File: src/rtl/bcd_disp_scan_pkg.sv
// Shared cymometer display definitions: segment codes, shift FSM states and frame width.
package bcd_disp_scan_pkg;

    localparam int unsigned FRAME_W = 16;

    // Common-anode, active-low, bit order {dp, g, f, e, d, c, b, a}
    localparam logic [7:0] SEG_0     = 8'hC0;
    localparam logic [7:0] SEG_1     = 8'hF9;
    localparam logic [7:0] SEG_2     = 8'hA4;
    localparam logic [7:0] SEG_3     = 8'hB0;
    localparam logic [7:0] SEG_4     = 8'h99;
    localparam logic [7:0] SEG_5     = 8'h92;
    localparam logic [7:0] SEG_6     = 8'h82;
    localparam logic [7:0] SEG_7     = 8'hF8;
    localparam logic [7:0] SEG_8     = 8'h80;
    localparam logic [7:0] SEG_9     = 8'h90;
    localparam logic [7:0] SEG_BLANK = 8'hFF;
    localparam logic [7:0] SEG_DASH  = 8'hBF;

    typedef enum logic [1:0] {
        StIdle,
        StShift,
        StLatch
    } state_e;

endpackage

File: src/rtl/bcd_disp_scan_seg7_decode.sv
// BCD nibble to active-low 7-segment code; non-decimal nibbles show a dash.
module seg7_decode
    import bcd_disp_scan_pkg::*;
(
    input  logic [3:0] nibble_i,
    input  logic       blank_i,
    output logic [7:0] seg_o
);

    always_comb begin
        seg_o = SEG_DASH;
        if (blank_i) begin
            seg_o = SEG_BLANK;
        end else begin
            case (nibble_i)
                4'd0:    seg_o = SEG_0;
                4'd1:    seg_o = SEG_1;
                4'd2:    seg_o = SEG_2;
                4'd3:    seg_o = SEG_3;
                4'd4:    seg_o = SEG_4;
                4'd5:    seg_o = SEG_5;
                4'd6:    seg_o = SEG_6;
                4'd7:    seg_o = SEG_7;
                4'd8:    seg_o = SEG_8;
                4'd9:    seg_o = SEG_9;
                default: seg_o = SEG_DASH;
            endcase
        end
    end

endmodule

File: src/rtl/bcd_disp_scan.sv
// 8-digit BCD display scanner: latches a packed BCD word, blanks leading zeros and
// shifts {select, segment} frames into two cascaded 74HC595 registers.
module bcd_disp_scan
    import bcd_disp_scan_pkg::*;
#(
    parameter int unsigned CLK_FREQ = 50_000_000,
    parameter int unsigned SCAN_HZ  = 1000,
    parameter int unsigned SCLK_DIV = 2
) (
    input  logic        Clk,
    input  logic        Rst,
    input  logic [31:0] bcd_in,
    input  logic        bcd_vld,
    output logic        SH_CP,
    output logic        ST_CP,
    output logic        DS,
    output logic        busy
);

    localparam int unsigned SCAN_DIV = CLK_FREQ / SCAN_HZ;
    localparam int unsigned SCAN_W   = $clog2(SCAN_DIV);
    localparam int unsigned DIV_W    = $clog2(2 * SCLK_DIV);
    localparam int unsigned BIT_W    = $clog2(FRAME_W);

    localparam logic [SCAN_W-1:0] SCAN_LAST = SCAN_W'(SCAN_DIV - 1);
    localparam logic [DIV_W-1:0]  DIV_LAST  = DIV_W'(2 * SCLK_DIV - 1);
    localparam logic [DIV_W-1:0]  HALF_LAST = DIV_W'(SCLK_DIV - 1);
    localparam logic [BIT_W-1:0]  BIT_TOP   = BIT_W'(FRAME_W - 1);

    logic [31:0]        disp_q;
    logic [SCAN_W-1:0]  scan_q;
    logic               tick;
    logic [2:0]         digit_q;
    state_e             state_q;
    logic [FRAME_W-1:0] word_q;
    logic [BIT_W-1:0]   bit_q;
    logic [DIV_W-1:0]   div_q;
    logic               sh_cp_q, st_cp_q, ds_q, busy_q;

    logic [2:0]         top_idx;
    logic               blank;
    logic [3:0]         nibble;
    logic [7:0]         seg;
    logic [7:0]         sel;
    logic [FRAME_W-1:0] word_next;

    assign tick = (scan_q == SCAN_LAST);

    always_ff @(posedge Clk) begin
        if (Rst || tick) begin
            scan_q <= '0;
        end else begin
            scan_q <= scan_q + 1'b1;
        end
    end

    always_ff @(posedge Clk) begin
        if (Rst) begin
            disp_q <= '0;
        end else if (bcd_vld) begin
            disp_q <= bcd_in;
        end
    end

    // Highest nonzero digit; digit 0 is never blanked since top_idx >= 0.
    always_comb begin
        top_idx = '0;
        for (int k = 0; k < 8; k++) begin
            if (disp_q[4*k +: 4] != 4'd0) begin
                top_idx = 3'(k);
            end
        end
    end

    assign blank     = (digit_q > top_idx);
    assign nibble    = disp_q[{digit_q, 2'b00} +: 4];
    assign sel       = ~(8'b1 << digit_q);
    assign word_next = {sel, seg};

    seg7_decode u_seg7_decode (
        .nibble_i (nibble),
        .blank_i  (blank),
        .seg_o    (seg)
    );

    always_ff @(posedge Clk) begin
        if (Rst) begin
            state_q <= StIdle;
            word_q  <= '0;
            bit_q   <= '0;
            div_q   <= '0;
            sh_cp_q <= 1'b0;
            st_cp_q <= 1'b0;
            ds_q    <= 1'b0;
            busy_q  <= 1'b0;
            digit_q <= '0;
        end else begin
            unique case (state_q)
                StIdle: begin
                    if (tick) begin
                        word_q  <= word_next;
                        bit_q   <= BIT_TOP;
                        div_q   <= '0;
                        sh_cp_q <= 1'b0;
                        ds_q    <= word_next[FRAME_W-1];
                        busy_q  <= 1'b1;
                        state_q <= StShift;
                    end
                end
                StShift: begin
                    // DS only moves at bit boundaries, where SH_CP drops back low.
                    if (div_q == DIV_LAST) begin
                        div_q   <= '0;
                        sh_cp_q <= 1'b0;
                        if (bit_q == '0) begin
                            st_cp_q <= 1'b1;
                            state_q <= StLatch;
                        end else begin
                            bit_q <= bit_q - 1'b1;
                            ds_q  <= word_q[bit_q - 1'b1];
                        end
                    end else begin
                        div_q   <= div_q + 1'b1;
                        sh_cp_q <= (div_q >= HALF_LAST);
                    end
                end
                StLatch: begin
                    if (div_q == HALF_LAST) begin
                        div_q   <= '0;
                        st_cp_q <= 1'b0;
                        ds_q    <= 1'b0;
                        busy_q  <= 1'b0;
                        digit_q <= digit_q + 1'b1;
                        state_q <= StIdle;
                    end else begin
                        div_q <= div_q + 1'b1;
                    end
                end
                default: state_q <= StIdle;
            endcase
        end
    end

    assign SH_CP = sh_cp_q;
    assign ST_CP = st_cp_q;
    assign DS    = ds_q;
    assign busy  = busy_q;

endmodule

File: config.mk
export PLATFORM = sky130hd
export DESIGN_NAME = bcd_disp_scan
export DESIGN_NICKNAME = d
export VERILOG_FILES = /design/src/rtl/bcd_disp_scan_pkg.sv /design/src/rtl/bcd_disp_scan_seg7_decode.sv /design/src/rtl/bcd_disp_scan.sv
export SDC_FILE = /design/constraint.sdc
export NUM_CORES = 1
export LEC_CHECK = 0
export ABC_AREA = 1
export BUFFER_PORTS_ARGS = -buffer_cell sky130_fd_sc_hd__buf_4
export CORE_ASPECT_RATIO = 0.9
export CORE_UTILIZATION = 50
export DETAILED_ROUTE_END_ITERATION = 10
export HOLD_SLACK_MARGIN = 0.1
export PLACE_DENSITY = 0.8
export SLEW_MARGIN = 30
export SYNTH_ARGS = -nofsm -noshare
export SYNTH_HDL_FRONTEND = slang
export SYNTH_SLANG_ARGS = --single-unit
File: constraint.sdc
create_clock -name Clk -period 2.35 [get_ports Clk]
set_input_delay 0.705 -clock Clk [delete_from_list [all_inputs] [get_ports Clk]]
set_output_delay 0.705 -clock Clk [all_outputs]
set_load 0.05 [all_outputs]
==> metrics.md, run 1 <==
| Metric | Value |
|---|---|
| Final Hold Viols | `0` |
| Busiest metal layer after global routing | `met2` |
| Setup CP Type | `register to register` |
| CP Capture Type | `register` |
| Full die area | `8930 um2` |
| Worst path most repeated cell | `nand2_1` |
| GRT Residual Overflow | `0` |
| Mapped Cells | `615` |
| Largest net degree at the start of global routing | `46` |
| Maximum VDD drop | `0.425 mV` |
| Worst reg2reg endpoint | `word_q[0]` |
| Ports | `39` |
| Crit path max fanout | `5` |
| GR Layer Usage met2 | `0.390` |
| Clock Path Buffers | `2` |
| Initial DRC count | `177` |
| Max-slew headroom | `0.636` |
| Area leader, netlist | `dfxtp_1` |
| Routed len/inst | `12.1 um` |
| WHS | `456 ps` |
| Max-slew violations | `0` |
| Hold buffers post-CTS | `0` |
| Vias in the first global route | `3847` |
| Routed via count | `3921` |
| Die H | `89.7 um` |
| F_max | `471 MHz` |
| Post-Synthesis Net Count | `673` |
| Worst setup startpoint | `disp_q[12]` |
| Met1 usage | `0.277` |
| Register area share after synthesis | `0.370` |
| Flop2flop setup slack | `230 ps` |
| Worst min path class | `register to register` |
| P per Cell Area | `603 nW/um2` |
| Kind of start point of the critical path | `register` |
| Row count | `31` |
| CP Capture Point | `word_q[0]` |
| Layout area overhead | `15.3%` |
| CP max stage cell | `nor4_1` |
| Seq cells post-synth | `79` |
| Die Width | `99.5 um` |
| NumNets Final | `706` |
| Leak | `2.11 nW` |
| Distinct cell type count after synthesis | `37` |
| Final setup viols | `0` |
| Skew final | `10.8 ps` |
| Cells on worst reg2reg path | `13` |
| Fin crit share | `0.903` |
| Mean post-synth cell area | `6.95 um2` |
| Routing usage on met3 | `0.0381` |
| Pwr Total | `0.00297 W` |
| Critical Path Max Stage Delay | `390 ps` |
| Top cells by area, synth | `dfxtp_1 37%, nand2_1 9.9%, a21oi_1 7.4%` |
| Core region area | `8180 um2` |
| Top-area cell type share of the netlist area | `0.370` |
| Slew @ Worst Pin | `545 ps` |
| I/O Buffers | `38` |
| Clk sinks | `79` |
| Cell Chain, Critical Path | `nor4_1 > nand2_1 > nand2_1 > nand2_1 > nand2_1 > nand2_1 > ha_1 > and3_1 > a21oi_1 > nor3_4 > nand2_1 > nor2_1 > nor2_1` |
| Synthesized area | `4280 um2` |
| Initial DRT Pass Iterations | `5` |
| First-pass GRT wire length | `16600 um` |
| Initial antenna violation count | `0` |
| Layout cell share with drive strength beyond 1 | `0.138` |
| Worst-path clk slew | `90 ps` |
| Worst EP required | `2590 ps` |
| Starting Density | `0.523` |
| DRC violations left | `0` |
| Num CTS Buffers | `9` |
| Min Tclk post-route | `2120 ps` |
| # H-tree levels | `3` |
| Final Wtd Congestion | `0.885` |
| Clk_lat worst skew | `350 ps` |
| Post-route insts no fill | `768` |
| N_diodes | `0` |
| Max-cap violations | `0` |
| Final WL | `9330 um` |
| Status | `complete, no violations` |
| Fin util | `0.602` |
| Via-to-Cell Ratio | `5.11` |
| Placed cells | `752` |
| Fillers | `730` |
| Yosys warns | `0` |
| CTS tree | `built` |
| Commonest cells after routing, fill and taps aside | `113 x nand2_1, 79 x dfxtp_1, 75 x inv_1` |
| Final Instance Area | `4930 um2` |
| Critical R2R Launch | `disp_q[12]` |
| CP arrival | `2360 ps` |
| Final HPWL DP | `6820 um` |
| Commonest non-fill, non-tap cell in the layout | `nand2_1` |
| Root Driver | `clkbuf_8` |
| Total GRT Usage | `0.225` |
| Placed inst area | `4640 um2` |
| Antenna-violating nets left | `0` |
state kept, by name (all words and copies together), names as in the netlist, 2 cells and up:
signal   count
digit_q      3
disp_q      32
div_q        2
bit_q        4
state_q      2
scan_q      16
word_q      16
cells by family (layout without fill, tap and decap cells):
| logic type | after synthesis | after routing | synth area share |
|---|---|---|---|
| and+or+nand+nor | 272 | 272 | 0.291 |
| AOI/OAI and AO/OA | 126 | 126 | 0.153 |
| adders and majority gates | 23 | 23 | 0.0673 |
| buffers and inverters | 106 | 144 | 0.101 |
| xor gates and xnor gates | 9 | 9 | 0.0184 |
| DFF | 79 | 79 | 0.370 |
cell usage after synthesis:
library cell / number
o21ai_0: 55
or2_1: 1
nor2_2: 2
nand2_2: 7
nor4_1: 6
clkinv_1: 3
o31ai_1: 1
buf_6: 2
nor2_1: 68
nor3_1: 4
clkbuf_1: 10
o21a_1: 1
inv_1: 75
buf_2: 6
nand4_1: 6
xor2_1: 7
xnor2_1: 2
nand3b_1: 3
buf_1: 3
inv_2: 4
dfxtp_1: 79
nand2_1: 113
ha_1: 23
nand3_1: 51
and3_1: 1
nor2_4: 2
or2_0: 1
a211oi_1: 3
nand3_4: 1
nand3_2: 1
nor3_2: 1
or2_2: 1
o21ai_2: 1
a21oi_2: 2
nor3_4: 3
a21oi_1: 63
buf_4: 3
worst max-delay path: cells and delay by family, from the launching register on:
kind                     cells  cell delay, ps
AO/OA/AOI/OAI                1              70
flip-flops                   1             320
adder cells (fa/ha/maj)      1             270
AND/OR/NAND/NOR             11            1340
power by group:
part,internal [W],total [W],switching [W]
clock network,0.000816,0.00133,0.000514
logic,0.000102,0.000237,0.000136
registers,0.00138,0.00140,0.0000246
total,0.00230,0.00297,0.000674
routing by layer:
metal / part of all wire / wire length [um]
met1: 0.46 / 4270
met2: 0.49 / 4530
met3: 0.039 / 365
met4: 0.018 / 166
met5: 0 / 0
area by class of cell:
class / count / area [um2] / area share
Clock inverter: 7 / 145 / 0.0294
Clock buffer: 9 / 124 / 0.0251
Multi-Input combinational cell: 430 / 2280 / 0.463
Sequential cell: 79 / 1580 / 0.321
Inverter: 82 / 308 / 0.0624
Tap cell: 115 / 144 / 0.0292
Timing Repair Buffer: 46 / 345 / 0.0701
stage by stage:
step           setup WS (ps)  setup TNS (ps)
2_1_floorplan            429               0
3_3_place_gp             189               0
3_5_place_dp             198               0
4_1_cts                  149               0
5_1_grt               -0.418          -0.418
6_report                 229               0
how the worst min path moves through the flow:
stage,start,endpoint,cells past startpoint
floorplan,scan_q[0],scan_q[0],1
global placement,scan_q[0],scan_q[0],1
detailed placement,word_q[14],word_q[14],2
CTS,scan_q[0],scan_q[0],1
global route,word_q[14],word_q[14],2
finish,scan_q[0],scan_q[0],1
repair_timing:
action | CTS | global route
buffers inserted | 0 | 0
gates resized for setup | 0 | 3
endpoints found under the setup margin | 0 | 5
(Power assumes the default switching activity.)
==> run 2, diff against run 1 <==
--- a/config.mk
+++ b/config.mk
@@ -12,6 +12,7 @@
 export DETAILED_ROUTE_END_ITERATION = 10
 export HOLD_SLACK_MARGIN = 0.1
 export PLACE_DENSITY = 0.8
+export RECOVER_POWER = 50
 export SLEW_MARGIN = 30
 export SYNTH_ARGS = -nofsm -noshare
 export SYNTH_HDL_FRONTEND = slang
==> run 2 against run 1 <==
Net effect:
- routed wire length about the same
- worst setup slack about the same
- first-iteration DRC count down 1.1%
- final area down 0.51%
- critical path type unchanged
- critical endpoint unchanged
- largest power group unchanged
- highest routed layer unchanged
==> metrics.md, run 2 (synthesis gave the netlist of run 1 again) <==
| Metric | Value |
|---|---|
| N_diodes | `0 (unchanged)` |
| Final HPWL DP | `6820 um (unchanged)` |
| Kind of start point of the critical path | `register` |
| Maximum VDD drop | `0.425 mV (about the same)` |
| Post-route insts no fill | `768 (unchanged)` |
| Via-to-Cell Ratio | `5.11 (+0.18%)` |
| P per Cell Area | `606 nW/um2 (+0.41%)` |
| Fin crit share | `0.902 (about the same)` |
| Total GRT Usage | `0.225 (unchanged)` |
| Status | `complete, no violations` |
| CP Capture Type | `register` |
| WHS | `455 ps (-0.537 ps)` |
| Commonest cells after routing, fill and taps aside | `115 x nand2_1, 79 x dfxtp_1, 75 x inv_1` |
| Skew final | `10.3 ps (-0.548 ps)` |
| Die Width | `99.5 um (unchanged)` |
| Full die area | `8930 um2 (unchanged)` |
| Max-slew headroom | `0.549 (-0.0867)` |
| I/O Buffers | `38 (unchanged)` |
| Final setup viols | `0 (unchanged)` |
| Final Hold Viols | `0 (unchanged)` |
| Top sig layer | `met4` |
| Sequential power share | `0.473 (about the same)` |
| Core region area | `8180 um2 (unchanged)` |
| CP arrival | `2360 ps (about the same)` |
| Row count | `31 (unchanged)` |
| Die H | `89.7 um (unchanged)` |
| GRT Residual Overflow | `0 (unchanged)` |
| Worst EP required | `2590 ps (about the same)` |
| Routed len/inst | `12.1 um (about the same)` |
| Clk_lat worst skew | `350 ps (about the same)` |
| Starting Density | `0.523 (unchanged)` |
| First-pass GRT wire length | `16600 um (unchanged)` |
| Root Driver | `clkbuf_8` |
| Clk sinks | `79 (unchanged)` |
| Max-cap violations | `0 (unchanged)` |
| Switching Power | `0.000673 W (-0.28%)` |
| Reg with most FFs | `disp_q` |
| Clock Path Buffers | `2 (unchanged)` |
| Antenna-violating nets left | `0 (unchanged)` |
| Worst min path class | `register to register` |
| Fin util | `0.599 (-0.00306)` |
| Met2 WL | `4500 um (-0.53%)` |
| NumNets Final | `706 (unchanged)` |
| Layout area overhead | `14.7%` |
| Vias in the first global route | `3847 (unchanged)` |
| CTS tree | `built` |
| Metal1 wirelength | `4290 um (+0.66%)` |
| Max reg flops | `32 (unchanged)` |
| Initial DRC count | `175 (-1.1%)` |
| Commonest non-fill, non-tap cell in the layout | `nand2_1` |
| Routed via count | `3928 (+0.18%)` |
| Wire length on met3 | `359 um (-1.6%)` |
| Final WL | `9320 um (about the same)` |
| Int Pwr | `0.00230 W (about the same)` |
| Layout cell share with drive strength beyond 1 | `0.129 (-0.00919)` |
| Switching Share | `0.226 (-0.000419)` |
| Setup CP Type | `register to register` |
| Final Wtd Congestion | `0.885 (unchanged)` |
| Initial DRT Pass Iterations | `4 (-1)` |
| Gate power share | `0.080 (about the same)` |
| Placed cells | `752 (unchanged)` |
| DRC violations left | `0 (unchanged)` |
| Max-slew violations | `0 (unchanged)` |
| Min Tclk post-route | `2120 ps (-0.290 ps)` |
| Slew @ Worst Pin | `677 ps (+131 ps)` |
| Leak | `2.09 nW (-0.89%)` |
| Initial antenna violation count | `0 (unchanged)` |
| Clock network power share | `0.448 (about the same)` |
| # H-tree levels | `3 (unchanged)` |
| F_max | `472 MHz (about the same)` |
| Crit path max fanout | `5 (unchanged)` |
| Worst-path clk slew | `90 ps (about the same)` |
| Largest regs | `disp_q x32, scan_q x16, word_q x16` |
| Largest net degree at the start of global routing | `46 (unchanged)` |
| Ports | `39 (unchanged)` |
| Num CTS Buffers | `9 (unchanged)` |
run 2: final cells by class:
cell class              instances  area [um2]
repair buffers                 46         325
fillers                       736        3280
multi-input cells             430        2280
flip-flops and latches         79        1580
well taps                     115         144
clock buffers                   9         124
inverters                      82         308
clock inverters                 7         145
run 2: path summary, 6_finish.rpt:
check | slack (ps) | cells after the start | start | end
setup / recovery | 230 | 13 | disp_q[12] | word_q[0]
hold / removal | 460 | 1 | scan_q[0] | scan_q[0]
setup reg to reg | 230 | 13 | disp_q[12] | word_q[0]
hold reg to reg | 460 | 1 | scan_q[0] | scan_q[0]
run 2: worst max-delay path: stages, from the launching register on:
cell,delay (ps)
dfxtp_1,320
nor4_1,390
nand2_1,90
nand2_1,60
nand2_1,40
nand2_1,60
nand2_1,50
ha_1,270
and3_1,130
a21oi_1,70
nor3_4,240
nand2_1,120
nor2_1,130
nor2_1,40
run 2: stage by stage:
stage / setup slack [ps] / instance area, um2 / TNS, ps / power (W)
finish: 229 / 4900 / 0 / 0.00297
global route: -0.417 / 4900 / -0.417 / 0.00310
CTS: 149 / 4910 / 0 / 0.00299
detailed placement: 198 / 4640 / 0 / 0.00167
global placement: 189 / 4640 / 0 / 0.00166
floorplan: 429 / 4280 / 0 / 0.00158
run 2: what timing repair did:
| action | 4_1_cts | 5_1_grt |
|---|---|---|
| hold buffers | 0 | 0 |
| gates resized for setup | 0 | 3 |
| hold endpoints to repair | 0 | 0 |
| endpoints found under the setup margin | 0 | 5 |
| buffers inserted | 0 | 0 |
run 2: layer usage:
layer | track usage | up-vias
li1 | - | 2055
met1 | 0.277 | 1761
met2 | 0.390 | 98
met3 | 0.0381 | 14
met4 | 0.0858 | 0
met5 | 0 | -
run 2: power groups by stage:
stage | registers [W] | logic (W) | clock network, W
CTS | 0.00140 | 0.000236 | 0.00135
global placement | 0.00143 | 0.000229 | 0
detailed placement | 0.00143 | 0.000234 | 0
global route | 0.00141 | 0.000274 | 0.00142
finish | 0.00140 | 0.000236 | 0.00133
floorplan | 0.00143 | 0.000155 | 0
